--- src/rtl/multdiv_ctrl.sv ---
// Iterative signed multiply/divide sequencer: shift-add multiply, restoring divide, WIDTH iterations.
// Optional MULTDIV_EARLY_DIV0_EN: a divide by zero skips the iterations and reports at the next edge.
module multdiv_ctrl #(
    parameter int unsigned WIDTH = 32
) (
    input  logic             clock,
    input  logic             resetn,
    input  logic             ctrl_MULT,
    input  logic             ctrl_DIV,
    input  logic [WIDTH-1:0] data_operandA,
    input  logic [WIDTH-1:0] data_operandB,
    output logic [WIDTH-1:0] data_result,
    output logic             data_exception,
    output logic             data_resultRDY,
    output logic             busy
);

    localparam int unsigned ACC_W = 2 * WIDTH + 1;
    localparam int unsigned CNT_W = $clog2(WIDTH);
    localparam int unsigned PROD_W = 2 * WIDTH;

    typedef enum logic [1:0] {IDLE, RUN, FIX, DONE} state_t;

    state_t             state;
    logic [WIDTH:0]     magA;
    logic [WIDTH:0]     magB;
    logic               isDiv;
    logic               signA;
    logic               signB;
    logic [ACC_W-1:0]   acc;
    logic [CNT_W-1:0]   iterCnt;

    logic [WIDTH:0]     opMagA;
    logic [WIDTH:0]     opMagB;
    logic               earlyDiv0;
    logic [WIDTH:0]     mulSum;
    logic [ACC_W-1:0]   divShift;
    logic [WIDTH+1:0]   divDiff;
    logic               negRes;
    logic [PROD_W-1:0]  prodSigned;
    logic [WIDTH-1:0]   quoSigned;
    logic               mulOvf;
    logic               divOvf;
    logic [WIDTH-1:0]   fixResult;
    logic               fixExc;

    // Operand magnitudes; the most negative value maps to 2^(WIDTH-1) in WIDTH+1 bits
    always_comb begin
        opMagA = data_operandA[WIDTH-1] ? {1'b0, ~data_operandA + WIDTH'(1)} : {1'b0, data_operandA};
        opMagB = data_operandB[WIDTH-1] ? {1'b0, ~data_operandB + WIDTH'(1)} : {1'b0, data_operandB};
`ifdef MULTDIV_EARLY_DIV0_EN
        earlyDiv0 = ctrl_DIV && !ctrl_MULT && (data_operandB == '0);
`else
        earlyDiv0 = 1'b0;
`endif
    end

    // Per-iteration datapath: upper accumulator half is partial product or remainder
    always_comb begin
        mulSum   = acc[ACC_W-1:WIDTH] + magA;
        divShift = {acc[ACC_W-2:0], 1'b0};
        divDiff  = {1'b0, divShift[ACC_W-1:WIDTH]} - {1'b0, magB};
    end

    // Sign correction and exception detection for the FIX state
    always_comb begin
        negRes     = signA ^ signB;
        prodSigned = negRes ? ~acc[PROD_W-1:0] + PROD_W'(1) : acc[PROD_W-1:0];
        quoSigned  = negRes ? ~acc[WIDTH-1:0] + WIDTH'(1) : acc[WIDTH-1:0];
        mulOvf     = !((&prodSigned[PROD_W-1:WIDTH-1]) || !(|prodSigned[PROD_W-1:WIDTH-1]));
        divOvf     = !negRes && acc[WIDTH-1];
        fixResult  = prodSigned[WIDTH-1:0];
        fixExc     = mulOvf;
        if (isDiv) begin
            if (magB == '0) begin
                fixResult = '0;
                fixExc    = 1'b1;
            end else begin
                fixResult = quoSigned;
                fixExc    = divOvf;
            end
        end
    end

    always_ff @(posedge clock or negedge resetn) begin
        if (!resetn) begin
            state          <= IDLE;
            magA           <= '0;
            magB           <= '0;
            isDiv          <= 1'b0;
            signA          <= 1'b0;
            signB          <= 1'b0;
            acc            <= '0;
            iterCnt        <= '0;
            data_result    <= '0;
            data_exception <= 1'b0;
            data_resultRDY <= 1'b0;
            busy           <= 1'b0;
        end else begin
            data_resultRDY <= 1'b0;
            case (state)
                IDLE, DONE: begin
                    if (ctrl_MULT || ctrl_DIV) begin
                        magA    <= opMagA;
                        magB    <= opMagB;
                        isDiv   <= !ctrl_MULT;
                        signA   <= data_operandA[WIDTH-1];
                        signB   <= data_operandB[WIDTH-1];
                        // Low half starts as multiplier (multiply) or dividend (divide)
                        acc     <= {(WIDTH+1)'(0), ctrl_MULT ? opMagB[WIDTH-1:0] : opMagA[WIDTH-1:0]};
                        iterCnt <= '0;
                        busy    <= 1'b1;
                        state   <= earlyDiv0 ? FIX : RUN;
                    end else begin
                        busy  <= 1'b0;
                        state <= IDLE;
                    end
                end
                RUN: begin
                    if (isDiv) begin
                        acc <= divDiff[WIDTH+1] ? divShift
                                                : {divDiff[WIDTH:0], divShift[WIDTH-1:1], 1'b1};
                    end else begin
                        acc <= {1'b0, acc[0] ? mulSum : acc[ACC_W-1:WIDTH], acc[WIDTH-1:1]};
                    end
                    iterCnt <= iterCnt + CNT_W'(1);
                    if (iterCnt == CNT_W'(WIDTH - 1)) begin
                        state <= FIX;
                    end
                end
                FIX: begin
                    data_result    <= fixResult;
                    data_exception <= fixExc;
                    data_resultRDY <= 1'b1;
                    busy           <= 1'b0;
                    state          <= DONE;
                end
                default: begin
                    busy  <= 1'b0;
                    state <= IDLE;
                end
            endcase
        end
    end

endmodule
--- config.mk ---
export PLATFORM = sky130hd
export DESIGN_NAME = multdiv_ctrl
export DESIGN_NICKNAME = d
export VERILOG_FILES = /design/src/rtl/multdiv_ctrl.sv
export SDC_FILE = /design/constraint.sdc
export NUM_CORES = 1
export LEC_CHECK = 0
export BUFFER_PORTS_ARGS = -buffer_cell sky130_fd_sc_hd__buf_2
export CAP_MARGIN = 20
export CELL_PAD_IN_SITES_DETAIL_PLACEMENT = 1
export CELL_PAD_IN_SITES_GLOBAL_PLACEMENT = 1
export CORE_MARGIN = 1
export CORE_UTILIZATION = 42
export DETAILED_ROUTE_END_ITERATION = 7
export MAX_ROUTING_LAYER = met4
export PLACE_DENSITY = 0.81
export SLEW_MARGIN = 5
export SYNTH_ARGS = -nofsm -noshare
export SYNTH_HDL_FRONTEND = slang
export SYNTH_SLANG_ARGS = --single-unit
--- constraint.sdc ---
create_clock -name clock -period 3.71 [get_ports clock]
set_input_delay 0.371 -clock clock [delete_from_list [all_inputs] [get_ports clock]]
set_output_delay 0.371 -clock clock [all_outputs]
set_load 0.01 [all_outputs]
# == Yosys cells after proc, flatten, opt, wreduce, memory -nomap -nowiden ==
# Index checks and enable logic that the tools add are counted.
# word_totals
ff_bits,176
word_cells,68
output_inout_bits,35
input_bits,68
# op_classes
n_addsub,7
reduce_logical,16
n_mux,22
eq_ne,6
n_bitwise,5
# op_table
operator,n
$mux W65,3
$mux W32,6
$pmux W65 S2,1
$add A32 B1 Y32 const B,3
$not A32 Y32,3
$add A64 B1 Y64 const B,1
$mux W64,1
$not A64 Y64,1
$sub A33 B33 Y34,1
$add A33 B33 Y33,1
$logic_not A33 Y1,1
$mux W33,1
$reduce_and A33 Y1,1
$reduce_or A33 Y1,1
$pmux W5 S2,1
$pmux W2 S3,1
$add A5 B1 Y5 const B,1
$eq A5 B5 Y1 const B,1
$mux W1,5
$mux W5,1
$eq A2 B2 Y1 const B,2
$logic_not A1 Y1,4
$ne A2 B2 Y1 const B,2
$reduce_and A2 Y1,2
9 further kinds,11

# == Longest topological paths before layout ==
# Gate-level depths: netlist of run 1.
# logic_depth
word_depth,8
depth_mapped,13
mapped_depth_nobuf,13

# == Worst setup path after synthesis of run 1 ==
# Ideal clock, no wire load.
# synth_path
path_kind,reg-to-reg
start,reg acc[14]
end,reg data_exception
n_path_buf,2
t_required_ps,3585
arrival_time_ps,3620
stages_incl_launch_ff,12
slack_ps,-35
setup_ps,125
period_less_slack_ps,3745
path_cell_list,dfrtp_1 -> or4_4 -> or4_1 -> buf_2 -> or3_1 -> clkbuf_1 -> o31ai_1 -> xnor2_1 -> nor4b_1 -> or4b_2 -> nor4_2 -> nor3_1
# synth_via
elab_chain_len,8
word_cells_on_any_way,9
cone_classes,add/sub: 1; mux: 2; bitwise: 1; reduce/logical: 5
# synth_rtl
item,line,text
from (decl),30,logic [ACC_W-1:0] acc;
from (signal assigned),110,"acc <= {(WIDTH+1)'(0), ctrl_MULT ? opMagB[WIDTH-1:0] : opMagA[WIDTH-1:0]};"
from (signal assigned),121,acc <= divDiff[WIDTH+1] ? divShift
from (signal assigned),124,"acc <= {1'b0, acc[0] ? mulSum : acc[ACC_W-1:WIDTH], acc[WIDTH-1:1]};"
$not A64 Y64 (*),68,prodSigned = negRes ? ~acc[PROD_W-1:0] + PROD_W'(1) : acc[PROD_W-1:0];
$add A64 B1 Y64 (*),68,
$mux W64 (*),68,
$reduce_or A33 Y1,70,mulOvf = !((&prodSigned[PROD_W-1:WIDTH-1]) || !(|prodSigned[PROD_W-1:WIDTH-1]));
$logic_not A1 Y1,70,
$logic_or A1 B1 Y1 (*),70,
$logic_not A1 Y1 (*),70,
$mux W1 (*),74,if (isDiv) begin
to (signal assigned),133,data_exception <= fixExc;
to (decl),13,"output logic data_exception,"
# Mark *: on every way between the ends. The rest lies on a longest branch, timed or not.
# A chain may end at the register's enable or synchronous reset.

# == Worst setup path in the final report of run 1 ==
# layout_path
start,reg acc[15]
end,reg data_exception
# Same word-level chain as after synthesis.

==> run summary, run 1 <==
• result of the run: complete, no violations
• power density relative to cell area: 1020 nW/um2
• Top-Level Pins: 103
• Leak Pwr: 7.85 nW
• number of antenna violations at the first check in global routing: 0
• Sink Count: 174
• HPWL Detailed: 48.2 mm
• Critical Path AT: 4.02 ns
• area of the mapped netlist: 15000 um2
• post-synthesis area per instance: 7.94 um2
• number of distinct library cells after synthesis: 74
• measured slew at the worst slew-check pin: 0.915 ns
• GRT Residual Overflow: 0
• Hold Crit Class: in2reg
• Core Box Area: 34900 um2
• number of failing hold endpoints at the final stage: 0
• worst-case register-to-register setup slack: 0.03 ns
• Top FF cell, synth: dfrtp_1
• biggest cell delay along the critical path: 0.56 ns
• maximum number of pins on one net before global-route repair: 93
• Setup Skew: 0.0174 ns
• adder-cell share of the synthesized area: 0.0626
• slowest stage cell, crit path: or4_4
• Worst Hold Launch: ctrl_DIV
• Max-slew headroom: 0.384
• crit-path cells: or4_4, or4_4, or4_4, or4_4, o21ai_2, or3b_1, a211o_1, nor4_2, nor3_1
• Seq/Total Area, Yosys: 0.290
• die span in y: 191 um
• final number of setup-violating endpoints: 0
• required time of the critical path: 4.05 ns
• detailed-route via count: 16000
• XOR/XNOR share of the synthesized area: 0.0868
• number of global-route vias before repair: 16400
• final routed wire length divided by cell count: 25.2 um
• starting density of the core: 0.431
• multiplexer share of the synthesized area: 0.0511
• time the worst path needs with I/O delays and setup: 3.68 ns
• Worst Setup End Kind: flip-flop
• maximum capacitance violations: 0
• final cycle utilization of the critical path: 0.992
• placement row count: 68
• CTS tree: done
• Syn Nets: 2037
• clk_lat worst skew: 0.47 ns
• die area: 36600 um2
• DRC errors left: 0
• Synth Area in Simple Gates: 0.199
• YS warnings: 0
• FF+latch count, synth: 174
• compound-gate portion of the synthesized area: 0.257
• instance count of the mapped netlist: 1895
• number of iterations in the first detailed-routing pass: 5
• total count of max-transition violations in the final report: 0
• detailed router's first-iteration violation count: 1267
• Endpoint, Worst Hold: busy
• crit-path max FO: 5
• number of buffer and inverter instances along the worst setup path: 0
• Detail Route Antenna Nets: 0
• number of buffers between clock root and the deepest sink: 2
• level count of the clock H-tree: 4
• net total in the final layout: 2174
• launch point of the worst reg-to-reg path: acc[15]
• layout overhead on the synthesized area: 16.1%
• Top Family by Delay on Critical Path: simple AND/OR/NAND/NOR gates
• number of enable-type register cells in the synthesized netlist: 0
• input/output buffers: 102
• r2r worst-path depth: 9
• startpoint type of the worst setup path: flip-flop
• antenna diode count: 0
• worst setup path class: reg2reg
• global-route total usage across every layer: 0.359
• final setup TNS: 0 ns
• fin util: 0.501
• unrepaired setup endpoints after global routing: yes
• number of cells on the worst hold path: 3
• clock root buffer: clkbuf_16
• Synth async-reset ratio: 1.00
• width of the die: 191 um
• share of post-route cells with drive strength above 1: 0.161
• worst hold slack: 0.253 ns
• Via density: 6.41
• Max Freq: 272 MHz
• critical path's most frequent cell: or4_4
• post-CTS clock slew at the launch and capture registers of the worst setup and hold paths: 0.09 ns
• first-pass GRT wire length: 96.8 mm
• dominant combinational cell family by area after synthesis: compound AO/OA/AOI/OAI gates
• Final GP Congestion: 0.933
• endpoint of the worst register-to-register path: data_exception
• routed wire length: 63.1 mm
• worst supply voltage drop on vdd: 0.658 mV
• CTS buffer count: 17
==> cells by family (layout without fill, tap and decap cells) <==
kind of cell             count (synthesis)  count (layout)
AND/OR/NAND/NOR                        604             604
AO/OA/AOI/OAI                          603             603
buffers and inverters                  217             367
flip-flops                             174             174
XOR/XNOR                               149             149
adder cells (fa/ha/maj)                 74              74
multiplexers                            74              74
==> routing by layer <==
| metal | track usage | share of wire | vias to the layer above |
|---|---|---|---|
| met5 | - | 0 | - |
| met4 | 0.153 | 0.042 | 0 |
| met3 | 0.0450 | 0.060 | 158 |
| met2 | 0.572 | 0.47 | 613 |
| met1 | 0.459 | 0.43 | 8053 |
| li1 | - | - | 7200 |
==> final cells by class <==
cell class / instances / area [um2]
Tap cell: 455 / 569
Multi-Input combinational cell: 1504 / 9980
Clock inverter: 15 / 194
Clock buffer: 17 / 425
Inverter: 98 / 368
Sequential cell: 174 / 4360
Fill cell: 4287 / 17400
Timing Repair Buffer: 237 / 1570
==> how the worst max path moves through the flow <==
stage / start / to / slack [ns] / depth (start not counted)
6_report: acc[15] / data_exception / 0.03 / 9
5_1_grt: acc[15] / data_exception / -0.04 / 9
4_1_cts: acc[18] / data_exception / 0.05 / 9
3_5_place_dp: acc[13] / data_exception / -0.16 / 11
3_3_place_gp: acc[13] / data_exception / -0.02 / 11
2_1_floorplan: acc[13] / data_exception / 0.003 / 11
==> synth_stat cells (all sizes together) (6+ instances only) <==
| cell | count | area (um2) |
|---|---|---|
| a211oi | 28 | 210 |
| mux2 | 22 | 248 |
| o41ai | 16 | 140 |
| or3 | 19 | 119 |
| or2 | 13 | 81.3 |
| nand2b | 19 | 119 |
| o21a | 16 | 120 |
| a32o | 8 | 80.1 |
| buf | 16 | 63.8 |
| nor2 | 126 | 473 |
| or4 | 22 | 176 |
| dfrtp | 174 | 4350 |
| and3 | 21 | 131 |
| nand2 | 194 | 728 |
| o21ai | 165 | 826 |
| nor2b | 15 | 93.8 |
| clkbuf | 103 | 387 |
| nand3 | 47 | 235 |
| inv | 98 | 368 |
| a31oi | 26 | 163 |
| a21oi | 133 | 666 |
| o31ai | 32 | 240 |
| nand4 | 20 | 125 |
| nor4b | 7 | 61.3 |
| nor4 | 25 | 169 |
| xnor2 | 61 | 534 |
| xor2 | 88 | 771 |
| o211a | 6 | 60.1 |
| o31a | 8 | 70.1 |
| nor3 | 44 | 220 |
| ha | 72 | 901 |
| a41oi | 6 | 52.6 |
| a21boi | 9 | 67.6 |
| a21o | 32 | 240 |
| and2 | 8 | 50.1 |
| o211ai | 20 | 150 |
| mux2i | 52 | 521 |
| o22ai | 37 | 231 |
==> cell usage in the layout, fill, tap and decap left out, types with 13 or more instances in the layout <==
cell / n
or4_1: 17
and3_1: 21
nand2_1: 194
mux2i_1: 52
nand4_1: 20
xnor2_1: 60
nand3_1: 47
o22ai_1: 37
mux2_2: 22
ha_1: 72
o211ai_1: 20
nor2_1: 125
dfrtp_1: 173
a21oi_1: 133
a21o_1: 32
a31oi_1: 26
nand2b_1: 19
nor3_1: 43
or3_1: 18
inv_1: 98
buf_4: 131
or2_2: 13
o21ai_0: 162
clkbuf_16: 17
nor2b_1: 15
o31ai_1: 32
nor4_1: 23
o41ai_1: 16
xor2_1: 87
a211oi_1: 27
buf_2: 101
o21a_1: 16
==> stage by stage <==
| stage | power, mW | cells | setup WS, ns | area, um2 |
|---|---|---|---|---|
| floorplan | 11.0 | 1895 | 0.00304 | 15100 |
| global placement | 15.0 | 2462 | -0.0170 | 16800 |
| detailed placement | 15.3 | 2462 | -0.158 | 16800 |
| CTS | 17.5 | 2499 | 0.0542 | 17400 |
| global route | 18.8 | 2500 | -0.0414 | 17500 |
| finish | 17.7 | 2500 | 0.0299 | 17500 |
==> power breakdown <==
part,switching [mW],internal [mW]
logic,7.74,4.39
registers,0.875,2.77
clock network,1.02,0.937
total,9.64,8.10
==> tightest hold or removal path, cell delays in order <==
cell and delay (ns):
buf_2 0.13, nor2_1 0.10, o31ai_1 0.08
==> flip-flops by register name (all words and copies together) (netlist names), 2 cells and up <==
| signal | count |
|---|---|
| state | 2 |
| magB | 32 |
| acc | 65 |
| data_result | 32 |
| iterCnt | 5 |
| magA | 32 |
==> timing repair <==
item,in CTS,in global routing
buffers inserted,4,1
endpoints found under the hold margin,4,0
gates resized for setup,5,5
gates cloned,0,0
hold buffers,1,0
pin swaps,2,2
endpoints found under the setup margin,1,3
No activity file was read; power rests on OpenSTA's default activity.
==> run 2: changes to the inputs <==
==> constraint.sdc (replaced) <==
create_clock -name clock -period 3.71 [get_ports clock]
set_input_delay 0.1855 -clock clock [delete_from_list [all_inputs] [get_ports clock]]
set_output_delay 0.1855 -clock clock [all_outputs]
set_load 0.01 [all_outputs]
==> run 2 against run 1 <==
Net effect:
- combinational power barely moved
- global-route usage up 0.46 points
- setup slack better by 0.041 ns
- sequential power grew 1%
- critical path type unchanged
- largest cell class unchanged
- largest power group unchanged
==> run summary, run 2 (synthesis gave the netlist of run 1 again) <==
• number of global-route vias before repair: 16100, -1.5%
• HPWL Detailed: 48.1 mm, -0.35%
• layout overhead on the synthesized area: 15.4%
• detailed router's first-iteration violation count: 1864, +47%
• Top-Level Pins: 103, unchanged
• Leak Pwr: 7.76 nW, -1.1%
• maximum number of pins on one net before global-route repair: 95, +2.2%
• share of post-route cells with drive strength above 1: 0.157, -0.00433
• measured slew at the worst slew-check pin: 1.09 ns, +0.175 ns
• Multi-input gate area: 10000 um2, +0.54%
• Max-slew headroom: 0.274, -0.110
• Critical Path AT: 3.96 ns, -0.06 ns
• detailed-route via count: 16100, +0.16%
• Max Freq: 275 MHz, +1.1%
• final number of setup-violating endpoints: 0, unchanged
• biggest cell delay along the critical path: 0.64 ns, +0.08 ns
• number of failing hold endpoints at the final stage: 0, unchanged
• input/output buffers: 102, unchanged
• starting density of the core: 0.431, unchanged
• number of buffers between clock root and the deepest sink: 2, unchanged
• storage element area: 4360 um2, about the same
• net total in the final layout: 2154, -0.92%
• crit-path cells: nor3_1, nand3_2, or4_4, or4_4, buf_4, xnor2_2, nor4_1, o2111a_1, and4_1, nor3_1
• largest register by flop count: acc
• Sink Count: 174, unchanged
• Hold Crit Class: in2reg
• Setup Skew: 0.0183 ns, +0.000864 ns
• post-CTS clock slew at the launch and capture registers of the worst setup and hold paths: 0.08 ns, about the same
• number of buffer and inverter instances along the worst setup path: 1, +1
• level count of the clock H-tree: 4, unchanged
• number of antenna violations at the first check in global routing: 0, unchanged
• CTS buffer count: 17, unchanged
• time the worst path needs with I/O delays and setup: 3.64 ns, -0.0408 ns
• Core Box Area: 34900 um2, unchanged
• die area: 36600 um2, unchanged
• GRT Residual Overflow: 0, unchanged
• fin util: 0.498, -0.00305
• maximum capacitance violations: 0, unchanged
• slowest stage cell, crit path: or4_4
• required time of the critical path: 4.03 ns, -0.02 ns
• total count of max-transition violations in the final report: 0, unchanged
• DRC errors left: 0, unchanged
• placement row count: 68, unchanged
• Tot Pwr: 17.8 mW, +0.22%
• Final GP Congestion: 0.999, +7.1%
• result of the run: complete, no violations
• power density relative to cell area: 1020 nW/um2, +0.83%
• first-pass GRT wire length: 97.5 mm, +0.70%
• CTS tree: done
• count of filler cells inserted in the layout: 4281, -0.14%
• Top Family by Delay on Critical Path: simple AND/OR/NAND/NOR gates
• clock root buffer: clkbuf_16
• final routed wire length divided by cell count: 25.8 um, +2.4%
• routed wire length: 64.1 mm, +1.6%
• Worst Setup End Kind: flip-flop
• clk_lat worst skew: 0.46 ns, about the same
• unrepaired setup endpoints after global routing: yes
• leading cell types in the layout, fill and taps excluded: 194 x nand2_1, 172 x dfrtp_1, 162 x o21ai_0
• flip-flop count of the largest register, all copies and words added: 65, unchanged
• final cycle utilization of the critical path: 0.981, -0.0110
• worst setup path class: reg2reg
• width of the die: 191 um, unchanged
• worst supply voltage drop on vdd: 0.688 mV, +4.6%
• most common cell after layout, fill and taps aside: nand2_1
• crit-path max FO: 7, +2
• startpoint type of the worst setup path: flip-flop
• die span in y: 191 um, unchanged
• number of iterations in the first detailed-routing pass: 5, unchanged
• Via density: 6.47, +0.93%
• global-route total usage across every layer: 0.364, +0.00456
• Detail Route Antenna Nets: 0, unchanged
## run 2: repair_timing
action / in CTS / in global routing
hold endpoints to repair: 61 / 0
hold buffers: 1 / 0
setup buffers: 0 / 0
pin swaps: 1 / 2
setup endpoints to repair: 1 / 4
gates resized for setup: 4 / 15
## run 2: area by class of cell
cell class	instances	area share
Antenna cell	1	0.000144
Clock buffer	17	0.0245
Clock inverter	15	0.0104
Inverter	98	0.0212
Multi-Input combinational cell	1504	0.578
Sequential cell	174	0.251
Tap cell	455	0.0328
Timing Repair Buffer	217	0.0819
## run 2: per-stage QoR
stage	setup WS [ns]	setup TNS [ns]	hold WS [ns]	cell area [um2]	std cells
after floorplan	0.00304	0	-0.110	15100	1895
after global placement	-0.0499	-0.0499	0.248	16600	2447
after detailed placement	-0.0549	-0.0549	0.254	16600	2447
after CTS	0.000771	0	0.0909	17300	2480
after global routing	-0.00393	-0.00393	0.121	17400	2480
final	0.0707	0	0.0973	17400	2481
## run 2: path summary, 6_finish.rpt
check,end,start,slack (ns),depth (start not counted)
max,data_exception,acc[10],0.07,10
min in group asynchronous,acc[42],resetn,0.31,2
max in group asynchronous,magA[24],resetn,2.42,3
min reg2reg,magA[5],magA[5],0.50,2
min,magA[13],data_operandA[13],0.1,3
max reg2reg,data_exception,acc[10],0.07,10
## run 2: power by group
part,leakage [nW],internal [mW],switching [mW]
Sequential,2.16,2.77,0.918
Combinational,5.31,4.36,7.83
Clock,0.293,0.921,0.976
## run 2: worst min-delay path: stages
cell and delay (ns):
buf_2 0.09, xor2_1 0.09, o21ai_0 0.14
## run 2: routing by layer
layer,up-vias,part of all wire,global-route usage
li1,7173,-,-
met5,-,0,-
met1,8053,0.44,0.483
met4,0,0.039,0.141
met3,140,0.065,0.0380
met2,684,0.46,0.569
